===== config.mk =====
export PLATFORM = sky130hd
export DESIGN_NAME = can_bit_sampler
export DESIGN_NICKNAME = d
export VERILOG_FILES = /design/src/rtl/can_bit_sampler.sv
export SDC_FILE = /design/constraint.sdc
export NUM_CORES = 1
export LEC_CHECK = 0
export BUFFER_PORTS_ARGS = -buffer_cell sky130_fd_sc_hd__buf_2
export CORE_ASPECT_RATIO = 0.9
export CORE_MARGIN = 4
export CORE_UTILIZATION = 55
export DETAILED_ROUTE_END_ITERATION = 16
export PLACE_DENSITY = 0.77
export REMOVE_ABC_BUFFERS = 1
export SLEW_MARGIN = 20
export SYNTH_ARGS = -nofsm -noshare
export SYNTH_HDL_FRONTEND = slang
export SYNTH_SLANG_ARGS = --single-unit

===== constraint.sdc =====
create_clock -name clk -period 5.8 [get_ports clk]
set_input_delay 0 -clock clk [delete_from_list [all_inputs] [get_ports clk]]
set_output_delay 0 -clock clk [all_outputs]
set_load 0.005 [all_outputs]

===== src/rtl/can_bit_sampler.sv =====
// CAN bit timing and sampling: rx synchronizer, tq prescaler, SYNC/SEG1/SEG2
// bit FSM with hard sync and resync, single or triple sampling, bus idle.
module can_bit_sampler #(
  parameter int BRP_W = 8
) (
  input  logic             clk,
  input  logic             resetN,
  input  logic             rxIn,
  input  logic [BRP_W-1:0] brp,
  input  logic [4:0]       tseg1,
  input  logic [3:0]       tseg2,
  input  logic [2:0]       sjw,
  input  logic             rateSelector,
  output logic             samplePulse,
  output logic             dOut,
  output logic             bitValid,
  output logic             busIdle
);

  typedef enum logic [1:0] {SYNC, SEG1, SEG2} st_e;

  st_e              state_q, state_d;
  logic [4:0]       tqc_q, tqc_d;
  logic [BRP_W-1:0] cnt_q, cnt_d;
  logic             sync1_q, sync2_q, prev_q;
  logic [BRP_W-1:0] brp_q;
  logic [4:0]       tseg1_q;
  logic [3:0]       tseg2_q;
  logic [2:0]       sjw_q;
  logic             tri_q;
  logic             load_q, load_d;
  logic [2:0]       ext_q;
  logic [3:0]       shr_q;
  logic             rsd_q;
  logic [2:0]       samp_q;
  logic             dout_q, bv_q;
  logic [3:0]       rc_q;

  logic [BRP_W-1:0] brp_e;
  logic [4:0]       tseg1_e;
  logic [3:0]       tseg2_e;
  logic [2:0]       sjw_e;
  logic             tri_e;
  logic             tq_end, edge_w, idle, hsync;
  logic             rs1, rs2, last1, in_win, seg2_last;
  logic [5:0]       seg1_len;
  logic [2:0]       ext_new;
  logic [4:0]       rem, rm1;
  logic [3:0]       shr_new, shr_e;
  logic             new_bit, maj;

  // First clk of each bit uses live config, later clks the latched copy.
  assign brp_e   = load_q ? brp : brp_q;
  assign tseg1_e = load_q ? tseg1 : tseg1_q;
  assign tseg2_e = load_q ? tseg2 : tseg2_q;
  assign sjw_e   = load_q ? sjw : sjw_q;
  assign tri_e   = load_q ? rateSelector : tri_q;

  assign tq_end = (cnt_q == brp_e);
  assign edge_w = prev_q & ~sync2_q;
  assign idle   = (rc_q == 4'd11);
  assign hsync  = edge_w & idle;
  assign rs1    = edge_w & ~idle & dout_q & ~rsd_q & (state_q == SEG1);
  assign rs2    = edge_w & ~idle & dout_q & ~rsd_q & (state_q == SEG2);

  assign seg1_len = 6'(tseg1_e) + 6'(ext_q);
  assign last1    = (state_q == SEG1) && (6'(tqc_q) + 6'd1 == seg1_len);
  assign in_win   = tri_e ? (6'(tqc_q) + 6'd3 >= seg1_len) : last1;
  assign ext_new  = (tqc_q + 5'd1 < 5'(sjw_e)) ? 3'(tqc_q + 5'd1) : sjw_e;

  assign rem       = 5'(tseg2_e) - 5'(shr_q) - tqc_q;
  assign rm1       = rem - 5'd1;
  assign shr_new   = (rm1 <= 5'(sjw_e)) ? 4'(rm1) : 4'(sjw_e);
  assign shr_e     = rs2 ? shr_new : shr_q;
  assign seg2_last = (tqc_q + 5'd1 + 5'(shr_e) >= 5'(tseg2_e));

  assign maj     = (samp_q[1] & samp_q[0]) | (samp_q[1] & sync2_q) |
                   (samp_q[0] & sync2_q);
  assign new_bit = tri_e ? maj : sync2_q;

  always_ff @(posedge clk or negedge resetN) begin
    if (!resetN) begin
      state_q <= SYNC;
      tqc_q   <= '0;
    end else begin
      state_q <= state_d;
      tqc_q   <= tqc_d;
    end
  end

  always_comb begin
    state_d = state_q;
    tqc_d   = tqc_q;
    load_d  = 1'b0;
    if (hsync) begin
      state_d = SYNC;
      tqc_d   = '0;
      load_d  = 1'b1;
    end else if (tq_end) begin
      unique case (state_q)
        SYNC: begin
          state_d = SEG1;
          tqc_d   = '0;
        end
        SEG1: begin
          if (last1) begin
            state_d = SEG2;
            tqc_d   = '0;
          end else begin
            tqc_d = tqc_q + 5'd1;
          end
        end
        SEG2: begin
          if (seg2_last) begin
            state_d = SYNC;
            tqc_d   = '0;
            load_d  = 1'b1;
          end else begin
            tqc_d = tqc_q + 5'd1;
          end
        end
        default: begin
          state_d = SYNC;
          tqc_d   = '0;
        end
      endcase
    end
  end

  always_comb begin
    samplePulse = (state_q == SEG1) & tq_end & in_win;
  end

  always_comb begin
    cnt_d = cnt_q + 1'b1;
    if (hsync || tq_end) cnt_d = '0;
  end

  always_ff @(posedge clk or negedge resetN) begin
    if (!resetN) begin
      sync1_q <= 1'b1;
      sync2_q <= 1'b1;
      prev_q  <= 1'b1;
      cnt_q   <= '0;
      load_q  <= 1'b1;
      brp_q   <= '0;
      tseg1_q <= '0;
      tseg2_q <= '0;
      sjw_q   <= '0;
      tri_q   <= 1'b0;
      ext_q   <= '0;
      shr_q   <= '0;
      rsd_q   <= 1'b0;
      samp_q  <= 3'b111;
      dout_q  <= 1'b1;
      bv_q    <= 1'b0;
      rc_q    <= 4'd11;
    end else begin
      sync1_q <= rxIn;
      sync2_q <= sync1_q;
      prev_q  <= sync2_q;
      cnt_q   <= cnt_d;
      load_q  <= load_d;
      bv_q    <= 1'b0;
      if (load_q) begin
        brp_q   <= brp;
        tseg1_q <= tseg1;
        tseg2_q <= tseg2;
        sjw_q   <= sjw;
        tri_q   <= rateSelector;
      end
      if (load_d) begin
        ext_q <= '0;
        shr_q <= '0;
        rsd_q <= 1'b0;
      end else if (rs1) begin
        ext_q <= ext_new;
        rsd_q <= 1'b1;
      end else if (rs2) begin
        shr_q <= shr_new;
        rsd_q <= 1'b1;
      end
      if (hsync) begin
        samp_q <= 3'b111;
        rc_q   <= '0;
      end else if (samplePulse) begin
        samp_q <= {samp_q[1:0], sync2_q};
        if (last1) begin
          dout_q <= new_bit;
          bv_q   <= 1'b1;
          if (!new_bit) rc_q <= '0;
          else if (!idle) rc_q <= rc_q + 4'd1;
        end
      end
    end
  end

  assign dOut     = dout_q;
  assign bitValid = bv_q;
  assign busIdle  = idle;

endmodule

; Word-level counts from Yosys, hierarchy flattened
; Index checks and enable logic that the tools add are counted.
[op_classes]
add_sub_neg = 10
magnitude_cmp = 4
n_eq_ne = 9
mux = 42
bitwise_logic = 18
reduce_logical = 11
[op_table]
columns = op, count
row1 = 2-to-1 mux 4 bit, 10
row2 = 2-to-1 mux 5 bit, 5
row3 = 2-to-1 mux 8 bit, 2
row4 = 2-to-1 mux 1 bit, 13
row5 = bitwise AND 1 bit, 12
row6 = 2-to-1 mux 2 bit, 6
row7 = 2-to-1 mux 3 bit, 4
row8 = case mux 5 bit (2 select lines), 1
row9 = "inequality test 3 bit, second input constant", 3
row10 = AND reduction 3 bit, 3
row11 = "adder 8 x 1 -> 8 bit, second input constant", 1
row12 = equality test 8 bit, 1
row13 = nonzero test 2 bit, 4
row14 = "adder 5 x 1 -> 6 bit, second input constant", 1
row15 = "adder 5 x 2 -> 6 bit, second input constant", 1
row16 = adder 5 x 3 -> 6 bit, 1
row17 = equality test 6 bit, 1
row18 = greater-or-equal comparator 6 bit, 1
row19 = case mux 2 bit (3 select lines), 1
row20 = "adder 5 x 1 -> 5 bit, second input constant", 1
row21 = adder 5 x 4 -> 5 bit, 1
row22 = greater-or-equal comparator 5 x 4 -> 1 bit, 1
row23 = <= comparator 5 x 3 -> 1 bit, 1
row24 = < comparator 5 x 3 -> 1 bit, 1
row25 = 14 further kinds, 18
[word_totals]
regBits = 56
in_bits = 24
output_inout_bits = 4
elab_cells = 113

; Logic depth before layout (Yosys ltp)
[depth]
ltp_word = 14
ltp_mapped = 28
ltp_nobuf = 26

; Worst setup path after synthesis
; Ideal clock, no wire load.
[synth_path]
kind = register to register
startpoint = register load_q
endpoint = register tqc_q[2]
setup_ns = 0.084
arrival_ns = 6.169
required_time_ns = 5.716
path_slack_ns = -0.453
stages_incl_launch_ff = 28
n_path_buf = 2
synth_period_minus_slack_ns = 6.253
path_cell_list = dfstp_2 > buf_2 > buf_2 > mux2i_1 > inv_1 > fa_1 > fa_1 > xor2_1 > ha_1 > nor2_1 > a31oi_1 > a211oi_1 > nor2b_1 > mux2i_1 > o21ai_0 > ha_1 > inv_1 > fa_1 > inv_1 > ha_1 > a21o_1 > a21o_1 > a21oi_1 > nand3_1 > or3_1 > a31o_2 > a21o_1 > o21ai_0
[synth_between]
elab_chain_len = 13
word_cells_on_any_way = 22
cone_classes = add/sub (5) / order compare (2) / eq/ne (2) / mux (11) / reduce/logical (2)
[synth_lines]
columns = element, line
row1 = start: declaration, 31  ; logic load_q, load_d;
row2 = start signal: assignment, 163  ; load_q <= load_d;
row3 = 2-to-1 mux 4 bit (*), -
row4 = net tseg2_e[1], 41  ; logic [3:0] tseg2_e;
row5 = subtractor 4 x 4 -> 5 bit, 71  ; assign rem = 5'(tseg2_e) - 5'(shr_q) - tqc_q;
row6 = subtractor 5 bit, 71
row7 = subtractor 5 x 1 -> 5 bit, 72  ; assign rm1 = rem - 5'd1;
row8 = <= comparator 5 x 3 -> 1 bit, 73  ; assign shr_new = (rm1 <= 5'(sjw_e)) ? 4'(rm1) : 4'(sjw_e);
row9 = 2-to-1 mux 4 bit, 73
row10 = 2-to-1 mux 4 bit, -
row11 = adder 5 x 4 -> 5 bit, 75  ; assign seg2_last = (tqc_q + 5'd1 + 5'(shr_e) >= 5'(tseg2_e));
row12 = greater-or-equal comparator 5 x 4 -> 1 bit (*), 75
row13 = 2-to-1 mux 5 bit (*), 114  ; if (seg2_last) begin
row14 = case mux 5 bit (2 select lines) (*), 100  ; unique case (state_q)
row15 = 2-to-1 mux 5 bit (*), 99  ; end else if (tq_end) begin
row16 = 2-to-1 mux 5 bit (*), 95  ; if (hsync) begin
row17 = end signal: assignment, 87  ; tqc_q <= tqc_d;
row18 = end: declaration, 23  ; logic [4:0] tqc_q, tqc_d;
; Mark *: on every way through the listed nets, which the timed path passes. The rest lies on a longest branch. The select of a mux whose other input is x is not followed.
; A chain may end at the register's enable or synchronous reset.

; Worst setup path after layout
; Same ends and word-level chain as after synthesis.

==> out/results.ini <==
[status]
status = complete, but fails checks
violations = hold timing, setup timing

[clocking]
clk_pin_slew_ns = 0.11
cts_tree = done
htreeDepth = 2
numCtsBuffers = 5
clk_latency_ns = 0.32
clk_path_buf_depth = 2
clock-sinks = 56
cts-root-buf = clkbuf_8

[floorplan]
die-area_mm2 = 0.00809
placeableCoreArea_mm2 = 0.00655
die_h_um = 85.7
die_w_um = 94.4
io_pins = 28
core.rowCount = 28
floorplan.initialDensity = 0.564

[finish]
layoutNonFillerInstCount = 528
multi_input_area_mm2 = 0.00224
nFillCells = 490
antenna_cells = 0
finalNetCount = 501
ff_latch_area_mm2 = 0.00141
drive_above_1_share = 0.251
area_delta_synth_final_pct = 21.5

[timing]
finalHoldViolCount = 2
slew_violations = 0
worst_slew_pin_slew_ns = 0.712
fin_ws_ns = -0.153
whs_ns = -0.00169
fin_skew_ns = 0.0132
finalCriticalPeriod_ns = 5.95
setup_viol = 7
fin_crit_sh = 1.03
rsz0062_at_grt = true
fin_setup_tns_ns = -0.636
max_freq_mhz = 168
maxSlewHeadroom = 0.525

[placement]
numPortBuffers = 27
place_congestion = 0.926
dp_cells = 493
dpl.hpwl_mm = 5.67

[global_route]
first_global_vias = 2810
grt-busiest-layer = met2
grt_usage = 0.205
grt_use_met2 = 0.340
antenna_found_initial = 0
gr-usage-met3 = 0.0325
grt_pass1_wl_mm = 13.1
grt_use_met1 = 0.281
overflow = 0
grt_max_degree = 57

[power_and_ir_drop]
power.density_mw_per_mm2 = 152
power_leakage_nw = 2.16
ir_drop_mv = 0.0933
total_power_mw = 0.682

[worst_setup_path]
cp_top_family = adder cells
path_max_fanout = 4
cpMaxStageDelayCell = fa_1
arrival_ns = 6.20
startpoint_type = flip-flop
cp_common_cell = a21o_1
critPathCaptureType = flip-flop
crit_required_ns = 6.05
path_buf_inv = 4
cpPeakStageDelay_ns = 0.59
crit_type = reg -> reg

[drt]
routed_wirelength_mm = 8.08
drtIter0Drc = 183
drt_pre_antenna_iters = 4
antenna_left = 0
wl_per_cell_um = 15.3
num_vias = 2896
routed_via_density = 5.48
drc_errors = 0

[synthesis]
syn_area_mm2 = 0.00369
synth_seq_area_share = 0.383
syn_inst = 371
synth_edf_count = 0
syn_area_per_cell_um2 = 9.95
synth_flop_cell = dfrtp_1
async_reset_ff_frac = 1.00
synth_seq_cells = 56
ys_warn_count = 0
ys_types = 51

[min_path]
min_path_type = in -> reg

[run]
drv_cap = 0

[cells by family after synthesis]
family,share of synthesized area
mux,0.0752
flops,0.383
compound gates,0.129
buf+inv,0.0420
fa+ha+maj,0.148
xor+xnor,0.0854
simple gates,0.138
[per-stage QoR]
step / util / setup slack [ns] / hold slack (ns) / area, um2
after floorplan: - / -0.247 / -0.296 / 3660
after global placement: 0.611 / 0.0292 / 0.106 / 4000
after detailed placement: 0.611 / -0.136 / 0.107 / 4000
after CTS: 0.659 / 0.0119 / 0.000381 / 4320
after global routing: 0.684 / -0.363 / 0.0253 / 4480
final: 0.684 / -0.153 / -0.00169 / 4480
[Yosys cell counts (2+ instances only)]
cell type	n	area (um2)
a211oi_1	5	37.5
a21boi_0	3	22.5
a21o_1	8	60.1
a21oi_1	24	120
a31oi_1	2	12.5
and2_1	3	18.8
and3_1	6	37.5
buf_2	4	20.0
clkbuf_1	4	15.0
dfrtp_1	46	1150
dfstp_2	10	263
fa_1	6	120
ha_1	34	425
inv_1	32	120
mux2_2	14	158
mux2i_1	12	120
nand2_1	14	52.6
nand2b_1	6	37.5
nand3_1	16	80.1
nand4_1	2	12.5
nor2_1	27	101
nor2b_1	3	18.8
nor3_1	5	25.0
nor4_1	2	12.5
o21ai_0	17	85.1
o22ai_1	2	12.5
o31ai_1	4	30.0
or2_2	2	12.5
or3_1	2	12.5
xnor2_1	17	149
xor2_1	19	166
[final timing paths]
check | to | cells after the start | startpoint | slack, ns
worst min register to register | sync2_q | 0 | sync1_q | 0.36
worst max register to register | tqc_q[2] | 26 | load_q | -0.15
min in group asynchronous | sjw_q[0] | 3 | resetN | 0.34
max in group asynchronous | shr_q[2] | 3 | resetN | 4.97
worst min-delay path | tseg1_q[3] | 3 | tseg1[3] | -0.002
worst max-delay path | tqc_q[2] | 26 | load_q | -0.15
[sequential cells by signal (all words and copies together), names as in the netlist]
name and cells:
tqc_q 5, sync1_q 1, sync2_q 1, tseg2_q 4, prev_q 1, samp_q 2
ext_q 3, bitValid 1, load_q 1, rsd_q 1, dOut 1, tri_q 1
brp_q 8, cnt_q 8, sjw_q 3, rc_q 4, tseg1_q 5, shr_q 4
state_q 2
[layout by cell type (no fill, tap or decap), drive strengths merged, types with 4 or more instances in the layout]
cell / count
mux2: 14
mux2i: 12
buf: 48
a21oi: 24
dfstp: 10
nor2: 27
nand3: 16
clkbuf: 5
ha: 34
nand2: 15
a211oi: 5
a21o: 8
inv: 32
nor3: 5
and3: 6
nand2b: 6
fa: 6
dlygate4sd3: 19
o31ai: 4
dfrtp: 46
o21ai: 17
xnor2: 17
xor2: 19
[worst min-delay path, stage by stage]
cell,delay (ns)
buf_2,0.09
mux2i_1,0.12
inv_1,0.08
[per-layer routing]
metal,vias up,part of all wire,wire length [um]
li1,1425,-,-
met1,1406,0.46,3740
met2,54,0.49,3930
met3,11,0.039,313
met4,0,0.013,106
met5,-,0,0
[power breakdown]
group          switching [mW]  internal [mW]
Sequential           0.000768          0.392
Combinational          0.0125         0.0152
Clock                   0.134          0.128
Total                   0.147          0.536
[what timing repair did]
action,4_1_cts,5_1_grt
resized for setup,5,25
setup endpoints to repair,7,12
buffers inserted,0,8
hold endpoints to repair,64,0
hold buffers,19,0
pin swaps,1,14
[layout make-up]
class | count | area share
Inverter | 32 | 0.0268
Timing Repair Buffer | 67 | 0.109
Multi-Input combinational cell | 275 | 0.499
Clock buffer | 5 | 0.0153
Tap cell | 90 | 0.0251
Sequential cell | 56 | 0.315
Clock inverter | 3 | 0.00949
(Power assumes the default switching activity.)
